==> src/rtl/mult_req_pkg.sv <==
// Shared types and constants for the 8x8 multiplier requester (mult_req_ctrl).
package mult_req_pkg;

    typedef enum logic [1:0] {
        ST_IDLE   = 2'd0,
        ST_LAUNCH = 2'd1,
        ST_WAIT   = 2'd2,
        ST_HOLD   = 2'd3
    } state_t;

    localparam int ERR_TIMEOUT  = 0;
    localparam int ERR_SPURIOUS = 1;

    // Edges from the rising edge of start to the rising edge of done_flag.
    localparam int MULT_LATENCY = 5;

endpackage

==> src/rtl/mult_req_timer.sv <==
// Loadable up-counter for the WAIT timeout; tc flags the edge on which the
// count would reach TIMEOUT.
module mult_req_timer #(
    parameter int unsigned TIMEOUT = 12
) (
    input  logic clk,
    input  logic reset_n,
    input  logic clr,
    input  logic en,
    output logic tc
);

    logic [7:0] r_cnt;
    logic [8:0] w_cnt_nxt;

    assign w_cnt_nxt = {1'b0, r_cnt} + 9'd1;
    assign tc        = en && (w_cnt_nxt == 9'(TIMEOUT));

    always_ff @(posedge clk) begin
        if (!reset_n) begin
            r_cnt <= '0;
        end else if (clr) begin
            r_cnt <= '0;
        end else if (en) begin
            r_cnt <= w_cnt_nxt[7:0];
        end
    end

endmodule

==> src/rtl/mult_req_ctrl.sv <==
// Requester-side sequencer for the 8x8 sequential multiplier.
// Optional build macro MULT_REQ_RETRY_EN: re-launch on timeout up to MAX_RETRY times.
//
// state     | meaning
// ST_IDLE   | ready for an operand pair
// ST_LAUNCH | start pulse out, timeout counter cleared
// ST_WAIT   | waiting for done_flag or timeout
// ST_HOLD   | product held until the consumer accepts it
module mult_req_ctrl
    import mult_req_pkg::*;
#(
    parameter int unsigned TIMEOUT   = 12,
    parameter int unsigned MAX_RETRY = 1
) (
    input  logic        clk,
    input  logic        reset_n,
    input  logic        in_valid,
    output logic        in_ready,
    input  logic [7:0]  in_a,
    input  logic [7:0]  in_b,
    output logic        start,
    output logic [7:0]  dataa,
    output logic [7:0]  datab,
    input  logic        done_flag,
    input  logic [15:0] product8x8,
    output logic        res_valid,
    input  logic        res_ready,
    output logic [15:0] res_product,
    output logic        busy,
    output logic [1:0]  err,
    input  logic        err_clr
);

    state_t      r_state;
    state_t      w_next;
    logic        r_start;
    logic [7:0]  r_dataa;
    logic [7:0]  r_datab;
    logic        r_res_valid;
    logic [15:0] r_res_product;
    logic [1:0]  r_err;

    logic        w_accept;
    logic        w_capture;
    logic        w_res_ack;
    logic        w_tmr_clr;
    logic        w_tmr_en;
    logic        w_tc;
    logic [1:0]  w_err_set;

`ifdef MULT_REQ_RETRY_EN
    logic [7:0]  r_retry;
    logic        w_retry;
`else
    logic        w_unused_max_retry;
    assign w_unused_max_retry = (MAX_RETRY != 0);
`endif

    mult_req_timer #(
        .TIMEOUT (TIMEOUT)
    ) u_timer (
        .clk     (clk),
        .reset_n (reset_n),
        .clr     (w_tmr_clr),
        .en      (w_tmr_en),
        .tc      (w_tc)
    );

    always_comb begin
        w_next    = r_state;
        w_accept  = 1'b0;
        w_capture = 1'b0;
        w_res_ack = 1'b0;
        w_tmr_clr = 1'b0;
        w_tmr_en  = 1'b0;
        w_err_set = '0;
`ifdef MULT_REQ_RETRY_EN
        w_retry   = 1'b0;
`endif
        // Completions outside WAIT are flagged and otherwise ignored.
        w_err_set[ERR_SPURIOUS] = done_flag && (r_state != ST_WAIT);

        case (r_state)
            ST_IDLE: begin
                if (in_valid) begin
                    w_accept = 1'b1;
                    w_next   = ST_LAUNCH;
                end
            end
            ST_LAUNCH: begin
                w_tmr_clr = 1'b1;
                w_next    = ST_WAIT;
            end
            ST_WAIT: begin
                w_tmr_en = 1'b1;
                // done_flag takes priority over a coincident terminal count.
                if (done_flag) begin
                    w_capture = 1'b1;
                    w_next    = ST_HOLD;
                end else if (w_tc) begin
`ifdef MULT_REQ_RETRY_EN
                    if (32'(r_retry) < MAX_RETRY) begin
                        w_retry = 1'b1;
                        w_next  = ST_LAUNCH;
                    end else begin
                        w_err_set[ERR_TIMEOUT] = 1'b1;
                        w_next                 = ST_IDLE;
                    end
`else
                    w_err_set[ERR_TIMEOUT] = 1'b1;
                    w_next                 = ST_IDLE;
`endif
                end
            end
            ST_HOLD: begin
                if (r_res_valid && res_ready) begin
                    w_res_ack = 1'b1;
                    w_next    = ST_IDLE;
                end
            end
            default: begin
                w_next = ST_IDLE;
            end
        endcase
    end

    always_ff @(posedge clk) begin
        if (!reset_n) begin
            r_state       <= ST_IDLE;
            r_start       <= 1'b0;
            r_dataa       <= '0;
            r_datab       <= '0;
            r_res_valid   <= 1'b0;
            r_res_product <= '0;
            r_err         <= '0;
        end else begin
            r_state <= w_next;
            // LAUNCH never follows itself, so this is always a single-cycle pulse.
            r_start <= (w_next == ST_LAUNCH);
            if (w_accept) begin
                r_dataa <= in_a;
                r_datab <= in_b;
            end
            if (w_capture) begin
                r_res_product <= product8x8;
                r_res_valid   <= 1'b1;
            end else if (w_res_ack) begin
                r_res_valid <= 1'b0;
            end
            r_err <= (err_clr ? 2'b00 : r_err) | w_err_set;
        end
    end

`ifdef MULT_REQ_RETRY_EN
    always_ff @(posedge clk) begin
        if (!reset_n) begin
            r_retry <= '0;
        end else if (w_accept) begin
            r_retry <= '0;
        end else if (w_retry) begin
            r_retry <= r_retry + 8'd1;
        end
    end
`endif

    assign in_ready    = (r_state == ST_IDLE);
    assign busy        = (r_state != ST_IDLE);
    assign start       = r_start;
    assign dataa       = r_dataa;
    assign datab       = r_datab;
    assign res_valid   = r_res_valid;
    assign res_product = r_res_product;
    assign err         = r_err;

endmodule
==> config.mk <==
export PLATFORM = sky130hd
export DESIGN_NAME = mult_req_ctrl
export DESIGN_NICKNAME = d
export VERILOG_FILES = /design/src/rtl/mult_req_pkg.sv /design/src/rtl/mult_req_timer.sv /design/src/rtl/mult_req_ctrl.sv
export SDC_FILE = /design/constraint.sdc
export NUM_CORES = 1
export LEC_CHECK = 0
export ABC_AREA = 1
export CORE_UTILIZATION = 45
export CTS_BUF_LIST = sky130_fd_sc_hd__clkbuf_8
export DETAILED_ROUTE_END_ITERATION = 8
export PLACE_DENSITY = 0.92
export SLEW_MARGIN = 20
export SYNTH_ARGS = -nofsm -noshare
export SYNTH_HDL_FRONTEND = slang
export SYNTH_HIERARCHICAL = 1
export SYNTH_SLANG_ARGS = --single-unit
==> constraint.sdc <==
create_clock -name clk -period 2.7 [get_ports clk]
set_input_delay 0.54 -clock clk [delete_from_list [all_inputs] [get_ports clk]]
set_output_delay 0.54 -clock clk [all_outputs]
set_load 0.02 [all_outputs]
* Word level (Yosys, flattened, before mapping)
Cells that the tools add are included.
Word-level totals: logic and storage cells 43, register bits after elaboration 46
Cells by class: reductions and logical operators 7, bitwise operators 2, add/sub/neg operators 1, multiplexer cells 19, equality and inequality tests 6
Operator list (number):
- $mux 1 | 13
- $mux 2 | 5
- $add 8x1->9 const B | 1
- $eq 9x4->1 const B | 1
- $pmux 2 s4 | 1
- $eq 2x1->1 const B | 2
- $eq 2x2->1 const B | 2
- $reduce_bool 2->1 | 2
- $logic_and 1x1->1 | 3
- $logic_not 2->1 | 1
- $ne 2x2->1 const B | 1
- $or 2x2->2 | 1
- $reduce_or 2->1 | 1
- $not 1->1 | 1

* Depth between registers and ports, before layout
Gate-level depths: netlist (run 1).
word-level depth 7, gate-level depth with buffers 11

* Modules after synthesis
The synthesis (run 1) kept the hierarchy.
By module, submodules not included:
- mult_req_ctrl | times used 1, cells each 195, area each 1554.0 sq um, sequential area each 760.7 sq um
- mult_req_timer | times used 1, cells each 76, area each 475.5 sq um, sequential area each 160.2 sq um

* Worst setup path before layout (run 1)
No wires, ideal clock.
path type register to register, start point reg r_state[1], end point reg r_state[1], arrival time 1.610 ns, clock period less this slack 1.725 ns, stages on the path, launching flop included 12, setup time 0.116 ns, required time 2.584 ns, setup slack 0.975 ns, cells stage by stage dfxtp_1 inv_2 nor2_4 buf_6 buf_2 nand4_1 nor2_2 nand2_1 nor2_1 nand3_1 nand2_1 nor3_1
On the way: longest elaborated chain between the ends 6
RTL lines:
- start, declared | RTL line mult_req_ctrl.sv:34 | state_t r_state;
- start signal, assigned | RTL line mult_req_ctrl.sv:137 | r_state <= w_next;
- $eq 2x2->1 | RTL line mult_req_ctrl.sv:83 | case (r_state)
- $mux 1 | RTL line mult_req_ctrl.sv:83
- via w_tmr_en | RTL line mult_req_ctrl.sv:47 | logic w_tmr_en;
- $logic_and 1x1->1 | RTL line mult_req_timer.sv:17 | assign tc = en && (w_cnt_nxt == 9'(TIMEOUT));
- via w_tc | RTL line mult_req_ctrl.sv:48 | logic w_tc;
- $mux 2 | RTL line mult_req_ctrl.sv:100 | end else if (w_tc) begin
- $mux 2 | RTL line mult_req_ctrl.sv:97 | if (done_flag) begin
- $pmux 2 s4 | RTL line mult_req_ctrl.sv:83
The timed path passes the listed nets, and every way through them passes these cells. A chain may end at the register's enable or synchronous reset.

* Worst setup path after layout (run 1)
start point reg r_state[1], end point out in_ready
On the way: longest elaborated chain between the ends 1
RTL lines:
- $logic_not 2->1 | RTL line mult_req_ctrl.sv:166 | assign in_ready = (r_state == ST_IDLE);
- end, declared | RTL line mult_req_ctrl.sv:18 | output logic in_ready,
No other way between the ends.

==> impl_results.html, run 1 <==
<table>
<tr><th>Metric</th><th>Value</th></tr>
<tr><th colspan="2">Logic synthesis</th></tr>
<tr><td>Synth Register Bits</td><td>between 40 and 50</td></tr>
<tr><td>Share of the synthesized area in the top cell type</td><td>about 45%</td></tr>
<tr><td>Proportion of synthesized chip area in sequential cells</td><td>45.4%</td></tr>
<tr><td>Cell accounting for the most synthesized area</td><td>sky130_fd_sc_hd__dfxtp_1</td></tr>
<tr><td>Avg Inst Size Synth</td><td>~7.5 µm²</td></tr>
<tr><td>Yosys warnings</td><td>6</td></tr>
<tr><td>Number of different library cells in the post-synthesis netlist</td><td>25</td></tr>
<tr><td>Mapped Nets</td><td>slightly above 300</td></tr>
<tr><td>Synthesized area</td><td>0.00203 mm²</td></tr>
<tr><td>Dominant cells by area after synthesis</td><td>sky130_fd_sc_hd__dfxtp_1, sky130_fd_sc_hd__nand2_1, sky130_fd_sc_hd__nor2_1</td></tr>
<tr><td>Number of instances in the synthesized netlist</td><td>~270</td></tr>
<tr><th colspan="2">Global route</th></tr>
<tr><td>Total routing resource utilization after global routing</td><td>21.5%</td></tr>
<tr><td>Global-route wire length before repair</td><td>between 8000 and 9000 µm</td></tr>
<tr><td>Met3 capacity usage during global routing</td><td>approximately 5.6%</td></tr>
<tr><td>Maximum number of pins on one net before global-route repair</td><td>25</td></tr>
<tr><td>Global-route met2 utilization</td><td>a little under two fifths</td></tr>
<tr><td>Total overflow reported by the global router</td><td>0</td></tr>
<tr><td>Vias in the first global route</td><td>between 1500 and 2000</td></tr>
<tr><td>Met1 capacity usage during global routing</td><td>25.6%</td></tr>
<tr><td>Most Crowded Layer GR</td><td>met2</td></tr>
<tr><td>Initial antenna violation count</td><td>0</td></tr>
<tr><th colspan="2">Timing</th></tr>
<tr><td>Fmax</td><td>approximately 440 MHz</td></tr>
<tr><td>Slew at the pin closest to its max-slew limit</td><td>about 0.64 ns</td></tr>
<tr><td>Setup TNS Final</td><td>0 ns</td></tr>
<tr><td>Pins over their slew limit</td><td>0</td></tr>
<tr><td>Hold violation count in the final report</td><td>0</td></tr>
<tr><td>Final critical-path share of the clock period</td><td>a little over four fifths</td></tr>
<tr><td>Final setup skew</td><td>0.00747 ns</td></tr>
<tr><td>RSZ-0062 raised after global routing</td><td>no</td></tr>
<tr><td>Setup violations, final</td><td>0</td></tr>
<tr><td>Max-slew headroom</td><td>approximately 57%</td></tr>
<tr><td>Final Critical Period</td><td>2.29 ns</td></tr>
<tr><th colspan="2">Job</th></tr>
<tr><td>Maxcap violations</td><td>0</td></tr>
<tr><th colspan="2">Detailed routing</th></tr>
<tr><td>Final WL</td><td>between 4000 and 5000 µm</td></tr>
<tr><td>Vias</td><td>1979</td></tr>
<tr><td>Number of nets with antenna violations after detailed routing</td><td>0</td></tr>
<tr><td>Average routed wire per standard cell</td><td>about 12 µm</td></tr>
<tr><td>Initial DRT Pass Iterations</td><td>4</td></tr>
<tr><td>Remaining design rule violation count</td><td>0</td></tr>
<tr><td>DRC violation total after the first TritonRoute iteration</td><td>roughly 130</td></tr>
<tr><td>Ratio of routed vias to standard cells</td><td>~5.0</td></tr>
<tr><th colspan="2">Clocking</th></tr>
<tr><td>Count of buffers added by post-CTS timing repair for setup</td><td>0</td></tr>
<tr><td>Number of clock buffers inserted by TritonCTS</td><td>5</td></tr>
<tr><td>CTS tree</td><td>yes</td></tr>
<tr><td>Clock-pin slew reported for the worst setup and hold paths after clock tree synthesis</td><td>about 0.08 ns</td></tr>
<tr><td>Quantity of gates resized following cts</td><td>0</td></tr>
<tr><td>Clock network latency to the later pin of the worst-skew pair</td><td>approximately 0.3 ns</td></tr>
<tr><td>Number of hold buffers added after CTS</td><td>0</td></tr>
<tr><td>CTS root buffer</td><td>sky130_fd_sc_hd__clkbuf_8</td></tr>
<tr><td>H-tree levels</td><td>2</td></tr>
<tr><td>Maximum clock path buffer count</td><td>2</td></tr>
<tr><td>Clk sink count</td><td>46</td></tr>
<tr><th colspan="2">Setup path</th></tr>
<tr><td>Launching element of the worst setup path</td><td>r_state[1]$_SDFF_PN0_</td></tr>
<tr><td>Class of the most critical setup path</td><td>reg -&gt; out</td></tr>
<tr><td>Sequence of cells on the critical path</td><td>nor2_4, clkdlybuf4s50_1</td></tr>
<tr><td>Buffers plus inverters on the worst setup path</td><td>1</td></tr>
<tr><td>Biggest fanout along the worst timing path</td><td>18</td></tr>
<tr><td>Worst R2R Start</td><td>u_timer/r_cnt[0]$_SDFFE_PP0P_</td></tr>
<tr><td>Slowest stage cell, crit path</td><td>sky130_fd_sc_hd__clkdlybuf4s50_1</td></tr>
<tr><td>Largest delay contributor family on the critical path</td><td>buffers and inverters</td></tr>
<tr><td>Crit start category</td><td>flop</td></tr>
<tr><td>Kind of end point of the critical path</td><td>output pin</td></tr>
<tr><td>Req. time, crit path</td><td>approximately 2.2 ns</td></tr>
<tr><td>Signal arrival time at the worst endpoint</td><td>roughly 1.8 ns</td></tr>
<tr><td>Largest stage delay, worst path</td><td>between 0.6 and 0.7 ns</td></tr>
<tr><th colspan="2">Worst hold path</th></tr>
<tr><td>Hold_sp</td><td>res_product[7]$_SDFFE_PN0P_</td></tr>
<tr><td>Path class of the lowest-slack min-delay path</td><td>reg -&gt; reg</td></tr>
<tr><th colspan="2">Cells and area</th></tr>
<tr><td>Layout-stage area growth over the synthesis result</td><td>42.0%</td></tr>
<tr><td>Ratio of cells with drive above 1 in the final layout</td><td>approximately 9.0%</td></tr>
<tr><td>Antenna Diode Count</td><td>0</td></tr>
<tr><td>Highest-count cells in the layout ignoring fill and taps</td><td>sky130_fd_sc_hd__clkdlybuf4s50_1, sky130_fd_sc_hd__nand2_1, sky130_fd_sc_hd__dfxtp_1</td></tr>
<tr><td>Final core occ</td><td>66.2%</td></tr>
<tr><td>Leading cell type in the layout, fill and taps excluded</td><td>sky130_fd_sc_hd__clkdlybuf4s50_1</td></tr>
<tr><td>Nets@finish</td><td>383</td></tr>
<tr><td>Combined area of the multi-input logic cells</td><td>around 950 µm²</td></tr>
<tr><td>Final-layout fill cell count</td><td>about 350</td></tr>
<tr><td>Sequential Area</td><td>about 920 µm²</td></tr>
<tr><th colspan="2">Floorplan</th></tr>
<tr><td>Die Wd</td><td>around 69 µm</td></tr>
<tr><td>Standard cell core area</td><td>around 0.0044 mm²</td></tr>
<tr><td>Vertical extent of the die</td><td>slightly below 70 µm</td></tr>
<tr><td>Area enclosed by the die boundary</td><td>approximately 0.0048 mm²</td></tr>
<tr><td>Top-level I/O count</td><td>between 70 and 80</td></tr>
<tr><td>Placement Rows</td><td>24</td></tr>
<tr><td>Initial cell density of the core</td><td>between 40% and 50%</td></tr>
<tr><th colspan="2">Pwr</th></tr>
<tr><td>Static leakage</td><td>roughly 1.1 nW</td></tr>
<tr><td>IR Drop Worst-Case VDD</td><td>between 0.4 and 0.5 mV</td></tr>
<tr><td>Pwr dens</td><td>530 mW/mm²</td></tr>
<tr><th colspan="2">Placement</th></tr>
<tr><td>Detailed placement HPWL</td><td>between 3000 and 4000 µm</td></tr>
<tr><td>Number of buffers added on ports</td><td>75</td></tr>
<tr><td>GP Congestion</td><td>slightly above 0.8</td></tr>
<tr><th colspan="2">Outcome</th></tr>
<tr><td>Outcome</td><td>finished, final reports clean</td></tr>
</table>
==> path summary, 6_finish.rpt <==
kind / depth (start not counted) / to / slack (ns)
min: 2 / res_product[7]$_SDFFE_PN0P_ / 0.47
max: 2 / in_ready / 0.41
min reg2reg: 2 / res_product[7]$_SDFFE_PN0P_ / 0.47
max reg2reg: 10 / r_state[1]$_SDFF_PN0_ / 1.13
==> worst register-to-register path: cells and delay by family (launching register included) <==
kind	cells	cell delay, ns
AND/OR/NAND/NOR	8	0.71
adder cells (fa/ha/maj)	1	0.20
flip-flops	1	0.39
buffers and inverters	1	0.13
==> synthesized netlist by cell type, drive strengths merged <==
| cell | number |
|---|---|
| nand3b | 16 |
| clkbuf | 4 |
| dfxtp | 46 |
| o21bai | 1 |
| ha | 1 |
| nand3 | 26 |
| inv | 23 |
| xnor2 | 1 |
| buf | 9 |
| o21ai | 7 |
| xor2 | 1 |
| a21oi | 25 |
| nand4 | 2 |
| nand2 | 62 |
| nor3 | 1 |
| nor2 | 46 |
==> sequential cells by signal, summed over array words and instances (netlist names) <==
name	flops
res_product	16
dataa	8
datab	8
u_timer/r_cnt	8
err	2
r_state	2
res_valid	1
start	1
==> area by class of cell <==
class,instances,share of cell area (%)
Tap cell,52,2.26
Timing Repair Buffer,79,27.1
Sequential cell,46,32.0
Multi-Input combinational cell,189,32.9
Inverter,23,3.00
Clock buffer,5,2.39
Clock inverter,2,0.391
==> where the power goes <==
part           internal (W)  switching (W)  total [W]
clock network      0.000174       0.000221   0.000395
logic              0.000175       0.000196   0.000371
registers          0.000727      0.0000355   0.000762
==> per-stage QoR <==
stage	setup slack, ns	std cells	power [W]	hold WS, ns	instance area, µm²
3_5_place_dp	0.637	389	0.00115	0.457	2800
6_report	0.412	396	0.00153	0.467	2880
5_1_grt	0.320	396	0.00161	0.490	2880
3_3_place_gp	0.693	389	0.00114	0.452	2800
2_1_floorplan	0.975	271	0.000982	0.457	2030
4_1_cts	0.407	396	0.00154	0.468	2880
==> per-layer routing <==
metal	share of wire, %	vias up	wire length, µm
met5	0	-	0
met4	1.1	0	53
met3	4.9	8	233
met2	51	55	2450
met1	43	910	2050
li1	-	1006	-
==> cells by family after synthesis <==
logic type | after synthesis | synth area share [%]
buffers and inverters | 36 | 7.89
flip-flops | 46 | 45.4
AO/OA/AOI/OAI | 33 | 8.26
adder cells (fa/ha/maj) | 1 | 0.616
AND/OR/NAND/NOR | 153 | 37.0
XOR/XNOR | 2 | 0.863
Note: power is estimated with default switching activity, not from simulation.
==> inputs of run 2 (changes only) <==
clock period = 2.3 ns   (was 2.7 ns; I/O delays follow)
==> run 2 against run 1 <==
Net effect:
- worst hold slack gained 0.00071 ns
- sequential cell count is the same
- clock power grew 54%
- first-iteration DRC count shrank 2.4%
- clock skew grew 0.0042 ns
- power grew 27%
- die area is the same
- wire length shrank 1.2%
- critical path depth grew 1
- sequential power grew 17%
- non-clock buffer count grew 1
- utilization grew 0.92 points
- critical endpoint is now busy
- largest power group unchanged
==> impl_results.html, run 2 (synthesis results as in run 1) <==
<table>
<tr><th>Metric</th><th>Value</th></tr>
<tr><th colspan="2">Detailed routing</th></tr>
<tr><td>Average routed wire per standard cell</td><td>between 10 and 15 µm</td></tr>
<tr><td>Final WL</td><td>about 4700 µm</td></tr>
<tr><td>Remaining design rule violation count</td><td>0</td></tr>
<tr><td>Vias</td><td>a little under 2000</td></tr>
<tr><td>DRC violation total after the first TritonRoute iteration</td><td>124</td></tr>
<tr><td>Number of nets with antenna violations after detailed routing</td><td>0</td></tr>
<tr><td>Initial DRT Pass Iterations</td><td>4</td></tr>
<tr><td>Ratio of routed vias to standard cells</td><td>about 5.0</td></tr>
<tr><th colspan="2">Floorplan</th></tr>
<tr><td>Initial cell density of the core</td><td>46.6%</td></tr>
<tr><td>Top-level I/O count</td><td>76</td></tr>
<tr><td>Area enclosed by the die boundary</td><td>roughly 0.0048 mm²</td></tr>
<tr><td>Vertical extent of the die</td><td>69.2 µm</td></tr>
<tr><td>Placement Rows</td><td>24</td></tr>
<tr><td>Die Wd</td><td>roughly 69 µm</td></tr>
<tr><td>Standard cell core area</td><td>0.00435 mm²</td></tr>
<tr><th colspan="2">Worst hold path</th></tr>
<tr><td>Worst hold path stage count</td><td>2</td></tr>
<tr><td>Min-Delay Endpoint</td><td>res_product[1]$_SDFFE_PN0P_</td></tr>
<tr><td>Hold_sp</td><td>res_product[1]$_SDFFE_PN0P_</td></tr>
<tr><td>Path class of the lowest-slack min-delay path</td><td>reg -&gt; reg</td></tr>
<tr><th colspan="2">Timing</th></tr>
<tr><td>RSZ-0062 raised after global routing</td><td>no</td></tr>
<tr><td>Max-slew headroom</td><td>approximately three fifths</td></tr>
<tr><td>Pins over their slew limit</td><td>0</td></tr>
<tr><td>Final critical-path share of the clock period</td><td>roughly nine tenths</td></tr>
<tr><td>Post-route worst hold slack</td><td>roughly 0.47 ns</td></tr>
<tr><td>Final Critical Period</td><td>slightly above 2 ns</td></tr>
<tr><td>Setup violations, final</td><td>0</td></tr>
<tr><td>Setup TNS Final</td><td>0 ns</td></tr>
<tr><td>Hold violation count in the final report</td><td>0</td></tr>
<tr><td>Final setup skew</td><td>around 0.012 ns</td></tr>
<tr><td>Fmax</td><td>between 400 and 500 MHz</td></tr>
<tr><td>Slew at the pin closest to its max-slew limit</td><td>a little over 0.6 ns</td></tr>
<tr><td>Final worst-path setup slack</td><td>around 0.23 ns</td></tr>
<tr><th colspan="2">Cells and area</th></tr>
<tr><td>Layout-stage area growth over the synthesis result</td><td>44.0%</td></tr>
<tr><td>Highest-count cells in the layout ignoring fill and taps</td><td>sky130_fd_sc_hd__clkdlybuf4s50_1, sky130_fd_sc_hd__nand2_1, sky130_fd_sc_hd__dfxtp_1</td></tr>
<tr><td>Final-layout fill cell count</td><td>between 300 and 400</td></tr>
<tr><td>Sequential Area</td><td>~920 µm²</td></tr>
<tr><td>Combined area of the multi-input logic cells</td><td>about 950 µm²</td></tr>
<tr><td>Largest register FFs</td><td>16</td></tr>
<tr><td>Summed area of non-filler cells in the final layout</td><td>~0.0029 mm²</td></tr>
<tr><td>Antenna Diode Count</td><td>0</td></tr>
<tr><td>Nets@finish</td><td>between 300 and 400</td></tr>
<tr><td>Leading cell type in the layout, fill and taps excluded</td><td>sky130_fd_sc_hd__clkdlybuf4s50_1</td></tr>
<tr><td>Ratio of cells with drive above 1 in the final layout</td><td>9.83%</td></tr>
<tr><th colspan="2">Clocking</th></tr>
<tr><td>CTS root buffer</td><td>sky130_fd_sc_hd__clkbuf_8</td></tr>
<tr><td>Quantity of gates resized following cts</td><td>0</td></tr>
<tr><td>Number of clock buffers inserted by TritonCTS</td><td>5</td></tr>
<tr><td>Clock network latency to the later pin of the worst-skew pair</td><td>0.30 ns</td></tr>
<tr><td>Clk sink count</td><td>46</td></tr>
<tr><td>Clock-pin slew reported for the worst setup and hold paths after clock tree synthesis</td><td>0.09 ns</td></tr>
<tr><td>Count of buffers added by post-CTS timing repair for setup</td><td>0</td></tr>
<tr><td>Maximum clock path buffer count</td><td>2</td></tr>
<tr><td>CTS tree</td><td>yes</td></tr>
<tr><td>Number of hold buffers added after CTS</td><td>0</td></tr>
<tr><td>H-tree levels</td><td>2</td></tr>
<tr><th colspan="2">Setup path</th></tr>
<tr><td>Worst-case reg-to-reg path depth</td><td>9</td></tr>
<tr><td>Largest stage delay, worst path</td><td>0.61 ns</td></tr>
<tr><td>Critical R2R Capture</td><td>r_state[1]$_SDFF_PN0_</td></tr>
<tr><td>Sequence of cells on the critical path</td><td>inv_2, nand2_1, clkdlybuf4s50_1</td></tr>
<tr><td>Flop-to-flop setup slack</td><td>0.57 ns</td></tr>
<tr><td>Worst R2R Start</td><td>r_state[1]$_SDFF_PN0_</td></tr>
<tr><td>Biggest fanout along the worst timing path</td><td>5</td></tr>
<tr><td>Launching element of the worst setup path</td><td>r_state[0]$_SDFF_PN0_</td></tr>
<tr><td>Signal arrival time at the worst endpoint</td><td>between 1.5 and 2 ns</td></tr>
<tr><td>Kind of end point of the critical path</td><td>output pin</td></tr>
<tr><td>Buffers plus inverters on the worst setup path</td><td>2</td></tr>
<tr><td>Class of the most critical setup path</td><td>reg -&gt; out</td></tr>
<tr><td>Slowest stage cell, crit path</td><td>sky130_fd_sc_hd__clkdlybuf4s50_1</td></tr>
<tr><td>Largest delay contributor family on the critical path</td><td>buffers and inverters</td></tr>
<tr><td>Crit start category</td><td>flop</td></tr>
<tr><td>Req. time, crit path</td><td>1.84 ns</td></tr>
<tr><th colspan="2">Pwr</th></tr>
<tr><td>IR Drop Worst-Case VDD</td><td>around 0.38 mV</td></tr>
<tr><td>Static leakage</td><td>between 1 and 1.5 nW</td></tr>
<tr><td>Pwr dens</td><td>approximately 660 mW/mm²</td></tr>
<tr><th colspan="2">Job</th></tr>
<tr><td>Maxcap violations</td><td>0</td></tr>
<tr><th colspan="2">Global route</th></tr>
<tr><td>Total overflow reported by the global router</td><td>0</td></tr>
<tr><td>Total routing resource utilization after global routing</td><td>~20%</td></tr>
<tr><td>Initial antenna violation count</td><td>0</td></tr>
<tr><td>Vias in the first global route</td><td>around 1900</td></tr>
<tr><td>Global-route wire length before repair</td><td>between 7000 and 8000 µm</td></tr>
<tr><td>Maximum number of pins on one net before global-route repair</td><td>22</td></tr>
<tr><th colspan="2">Outcome</th></tr>
<tr><td>Outcome</td><td>finished, final reports clean</td></tr>
<tr><th colspan="2">Placement</th></tr>
<tr><td>Detailed placement HPWL</td><td>about 3300 µm</td></tr>
<tr><td>Placed cell area</td><td>between 0.002 and 0.003 mm²</td></tr>
<tr><td>Number of buffers added on ports</td><td>between 70 and 80</td></tr>
<tr><td>Worst setup slack after placement</td><td>0.560 ns</td></tr>
<tr><td>GP Congestion</td><td>~0.8</td></tr>
</table>
==> run 2: cell types whose count changed in the layout (fill, tap and decap cells not counted) <==
cell / change
sky130_fd_sc_hd__inv_6: +1
sky130_fd_sc_hd__inv_1: -1
sky130_fd_sc_hd__clkinvlp_4: -1
sky130_fd_sc_hd__buf_4: +1
sky130_fd_sc_hd__clkinv_2: +1
sky130_fd_sc_hd__bufinv_16: +1
==> run 2: through the flow <==
step,std cells,utilization [%],total power (W)
after floorplan,271,-,0.00115
after global placement,390,64.5,0.00134
after detailed placement,390,64.5,0.00135
after CTS,398,67.1,0.00196
after global routing,398,67.1,0.00203
final,398,67.1,0.00194
==> run 2: power breakdown <==
group          switching, W  leakage (nW)  internal, W
registers         0.0000402         0.376     0.000853
clock network      0.000283        0.0585     0.000326
logic              0.000230         0.727     0.000209
==> run 2: worst max-delay path by stage <==
| stage | end | slack [ns] | cells past startpoint |
|---|---|---|---|
| 6_report | busy | 0.23 | 3 |
| 5_1_grt | busy | 0.16 | 3 |
| 4_1_cts | busy | 0.22 | 3 |
| 3_5_place_dp | busy | 0.56 | 3 |
| 3_3_place_gp | r_state[0]$_SDFF_PN0_ | 0.59 | 5 |
| 2_1_floorplan | r_state[1]$_SDFF_PN0_ | 0.57 | 11 |
==> run 2: layout make-up <==
class	instances	share of cell area, %
Tap cell	52	2.23
Multi-Input combinational cell	189	32.5
Timing Repair Buffer	80	27.0
Clock buffer	5	2.36
Inverter	23	2.96
Clock inverter	3	1.50
Sequential cell	46	31.5
==> run 2: tightest hold or removal path: cells and delay by family, from the launching register on <==
kind	cells	cell delay, ns
flip-flops	1	0.32
AND/OR/NAND/NOR	1	0.06
AO/OA/AOI/OAI	1	0.05
==> run 2: layer usage <==
metal	GRT usage [%]	part of all wire [%]	vias to the layer above
li1	-	-	1012
met1	21.6	43	918
met2	36.0	50	44
met3	6.43	6.3	7
met4	5.90	1.2	0
met5	0	0	-
==> inputs of run 3 (changes only) <==
ABC_CLOCK_PERIOD_IN_PS = 2300   (was not set)
CORE_UTILIZATION = 44   (was 45)
CTS_BUF_LIST = not set   (was sky130_fd_sc_hd__clkbuf_8)
PLACE_DENSITY = 0.91   (was 0.92)
SETUP_SLACK_MARGIN = 0.02   (was not set)
==> run 3 against run 2 <==
Net effect:
- cell count is the same
- global-route usage grew 0.97 points
- cell area down 0.60%
- combinational power up 0.9%
- largest power group unchanged
==> impl_results.html, run 3 (synthesis results as in run 1) <==
<table>
<tr><th>Metric</th><th>Value</th></tr>
<tr><th colspan="2">Global route</th></tr>
<tr><td>Met3 capacity usage during global routing</td><td>under 10%</td></tr>
<tr><td>Vias in the first global route</td><td>a little under 2000</td></tr>
<tr><td>Initial antenna violation count</td><td>0</td></tr>
<tr><td>Most Crowded Layer GR</td><td>met2</td></tr>
<tr><td>Total routing resource utilization after global routing</td><td>about a fifth</td></tr>
<tr><td>Maximum number of pins on one net before global-route repair</td><td>22</td></tr>
<tr><td>Global-route met2 utilization</td><td>34.3%</td></tr>
<tr><td>Met1 capacity usage during global routing</td><td>about a quarter</td></tr>
<tr><td>Global-route wire length before repair</td><td>about 8200 µm</td></tr>
<tr><td>Total overflow reported by the global router</td><td>0</td></tr>
<tr><th colspan="2">Worst hold path</th></tr>
<tr><td>Path class of the lowest-slack min-delay path</td><td>reg -&gt; reg</td></tr>
<tr><td>Hold_sp</td><td>res_product[5]$_SDFFE_PN0P_</td></tr>
<tr><th colspan="2">Cells and area</th></tr>
<tr><td>Antenna Diode Count</td><td>0</td></tr>
<tr><td>Largest register FFs</td><td>16</td></tr>
<tr><td>Layout-stage area growth over the synthesis result</td><td>43.1%</td></tr>
<tr><td>Nets@finish</td><td>roughly 380</td></tr>
<tr><td>Summed area of non-filler cells in the final layout</td><td>0.00290 mm²</td></tr>
<tr><td>Leading cell type in the layout, fill and taps excluded</td><td>sky130_fd_sc_hd__clkdlybuf4s50_1</td></tr>
<tr><td>Ratio of cells with drive above 1 in the final layout</td><td>9.83%</td></tr>
<tr><td>Final core occ</td><td>between 60% and 70%</td></tr>
<tr><td>Final-layout fill cell count</td><td>~350</td></tr>
<tr><td>Number of standard cells in the final layout excluding fillers</td><td>about 400</td></tr>
<tr><td>Highest-count cells in the layout ignoring fill and taps</td><td>sky130_fd_sc_hd__clkdlybuf4s50_1, sky130_fd_sc_hd__nand2_1, sky130_fd_sc_hd__dfxtp_1</td></tr>
<tr><th colspan="2">Clocking</th></tr>
<tr><td>CTS tree</td><td>yes</td></tr>
<tr><td>CTS root buffer</td><td>sky130_fd_sc_hd__clkbuf_8</td></tr>
<tr><td>Number of hold buffers added after CTS</td><td>0</td></tr>
<tr><td>Clk sink count</td><td>between 40 and 50</td></tr>
<tr><td>Clock network latency to the later pin of the worst-skew pair</td><td>approximately 0.30 ns</td></tr>
<tr><td>Count of buffers added by post-CTS timing repair for setup</td><td>0</td></tr>
<tr><td>Quantity of gates resized following cts</td><td>0</td></tr>
<tr><td>H-tree levels</td><td>2</td></tr>
<tr><td>Clock-pin slew reported for the worst setup and hold paths after clock tree synthesis</td><td>0.09 ns</td></tr>
<tr><td>Number of clock buffers inserted by TritonCTS</td><td>5</td></tr>
<tr><td>Maximum clock path buffer count</td><td>2</td></tr>
<tr><th colspan="2">Floorplan</th></tr>
<tr><td>Vertical extent of the die</td><td>between 60 and 70 µm</td></tr>
<tr><td>Top-level I/O count</td><td>76</td></tr>
<tr><td>Area enclosed by the die boundary</td><td>~0.0049 mm²</td></tr>
<tr><td>Placement Rows</td><td>24</td></tr>
<tr><td>Die Wd</td><td>roughly 70 µm</td></tr>
<tr><td>Initial cell density of the core</td><td>between 40% and 50%</td></tr>
<tr><td>Standard cell core area</td><td>about 0.0044 mm²</td></tr>
<tr><th colspan="2">Setup path</th></tr>
<tr><td>Kind of end point of the critical path</td><td>output pin</td></tr>
<tr><td>Class of the most critical setup path</td><td>reg -&gt; out</td></tr>
<tr><td>Launching element of the worst setup path</td><td>r_state[0]$_SDFF_PN0_</td></tr>
<tr><td>Crit start category</td><td>flop</td></tr>
<tr><td>Worst R2R Start</td><td>r_state[1]$_SDFF_PN0_</td></tr>
<tr><td>Signal arrival time at the worst endpoint</td><td>around 1.6 ns</td></tr>
<tr><td>Req. time, crit path</td><td>between 1.5 and 2 ns</td></tr>
<tr><td>Biggest fanout along the worst timing path</td><td>5</td></tr>
<tr><th colspan="2">Pwr</th></tr>
<tr><td>Pwr dens</td><td>between 600 and 700 mW/mm²</td></tr>
<tr><td>IR Drop Worst-Case VDD</td><td>around 0.47 mV</td></tr>
<tr><td>Static leakage</td><td>~1.2 nW</td></tr>
<tr><th colspan="2">Placement</th></tr>
<tr><td>GP Congestion</td><td>0.825</td></tr>
<tr><td>Placed cell area</td><td>~0.0028 mm²</td></tr>
<tr><td>Detailed placement HPWL</td><td>3640 µm</td></tr>
<tr><td>Post-Place Cells</td><td>390</td></tr>
<tr><td>Number of buffers added on ports</td><td>75</td></tr>
<tr><th colspan="2">Timing</th></tr>
<tr><td>Max-slew headroom</td><td>between 50% and 60%</td></tr>
<tr><td>Pins over their slew limit</td><td>0</td></tr>
<tr><td>Post-route worst hold slack</td><td>0.468 ns</td></tr>
<tr><td>RSZ-0062 raised after global routing</td><td>no</td></tr>
<tr><td>Setup violations, final</td><td>0</td></tr>
<tr><td>Final Critical Period</td><td>2.10 ns</td></tr>
<tr><td>Slew at the pin closest to its max-slew limit</td><td>0.671 ns</td></tr>
<tr><td>Fmax</td><td>approximately 480 MHz</td></tr>
<tr><td>Final critical-path share of the clock period</td><td>roughly nine tenths</td></tr>
<tr><td>Final setup skew</td><td>around 0.012 ns</td></tr>
<tr><td>Hold violation count in the final report</td><td>0</td></tr>
<tr><td>Setup TNS Final</td><td>0 ns</td></tr>
<tr><th colspan="2">Detailed routing</th></tr>
<tr><td>Final WL</td><td>4970 µm</td></tr>
<tr><td>Initial DRT Pass Iterations</td><td>4</td></tr>
<tr><td>Vias</td><td>between 1500 and 2000</td></tr>
<tr><td>Ratio of routed vias to standard cells</td><td>4.97</td></tr>
<tr><td>Number of nets with antenna violations after detailed routing</td><td>0</td></tr>
<tr><td>Remaining design rule violation count</td><td>0</td></tr>
<tr><td>Average routed wire per standard cell</td><td>~12 µm</td></tr>
<tr><td>DRC violation total after the first TritonRoute iteration</td><td>roughly 130</td></tr>
<tr><th colspan="2">Job</th></tr>
<tr><td>Maxcap violations</td><td>0</td></tr>
<tr><th colspan="2">Outcome</th></tr>
<tr><td>Outcome</td><td>finished, final reports clean</td></tr>
</table>
[run 3: cell count changes in the layout (fill, tap and decap cells not counted), sizes merged]
cell	delta
clkinvlp	+1
bufinv	-1
clkbuf	+1
inv	-1
[run 3: final timing paths]
kind / depth (start not counted) / end / slack, ns
worst max-delay path: 3 / busy / 0.20
worst min-delay path: 2 / res_product[5]$_SDFFE_PN0P_ / 0.47
worst max register to register: 9 / r_state[1]$_SDFF_PN0_ / 0.65
worst min register to register: 2 / res_product[5]$_SDFFE_PN0P_ / 0.47
[run 3: critical path: stages (launching register included)]
cell,delay [ns]
sky130_fd_sc_hd__dfxtp_1,0.50
sky130_fd_sc_hd__inv_2,0.11
sky130_fd_sc_hd__nand2_1,0.11
sky130_fd_sc_hd__clkdlybuf4s50_1,0.62
[run 3: layout make-up]
class / instances / area, µm² / area share [%]
timing repair buffer: 80 / 788 / 27.1
multi-input combinational: 189 / 948 / 32.7
clock inverter: 2 / 12.5 / 0.431
clock buffer: 6 / 82.6 / 2.84
inverter: 23 / 86.3 / 2.97
sequential: 46 / 921 / 31.7
tap: 52 / 65.1 / 2.24
[run 3: power breakdown]
part	internal, W	switching (W)	total [W]	leakage, nW
Sequential	0.000853	0.0000397	0.000893	0.376
Clock	0.000242	0.000274	0.000516	0.0472
Combinational	0.000209	0.000234	0.000443	0.727
[run 3: through the flow]
| step | setup slack [ns] | total power (W) |
|---|---|---|
| 4_1_cts | 0.199 | 0.00187 |
| 3_5_place_dp | 0.451 | 0.00135 |
| 6_report | 0.204 | 0.00185 |
| 2_1_floorplan | 0.575 | 0.00115 |
| 3_3_place_gp | 0.554 | 0.00134 |
| 5_1_grt | 0.153 | 0.00194 |
[run 3: layer usage]
metal	share of wire (%)	up-vias
met1	43	894
met2	49	67
met5	0	-
li1	-	1009
met3	6.8	10
met4	1.7	0
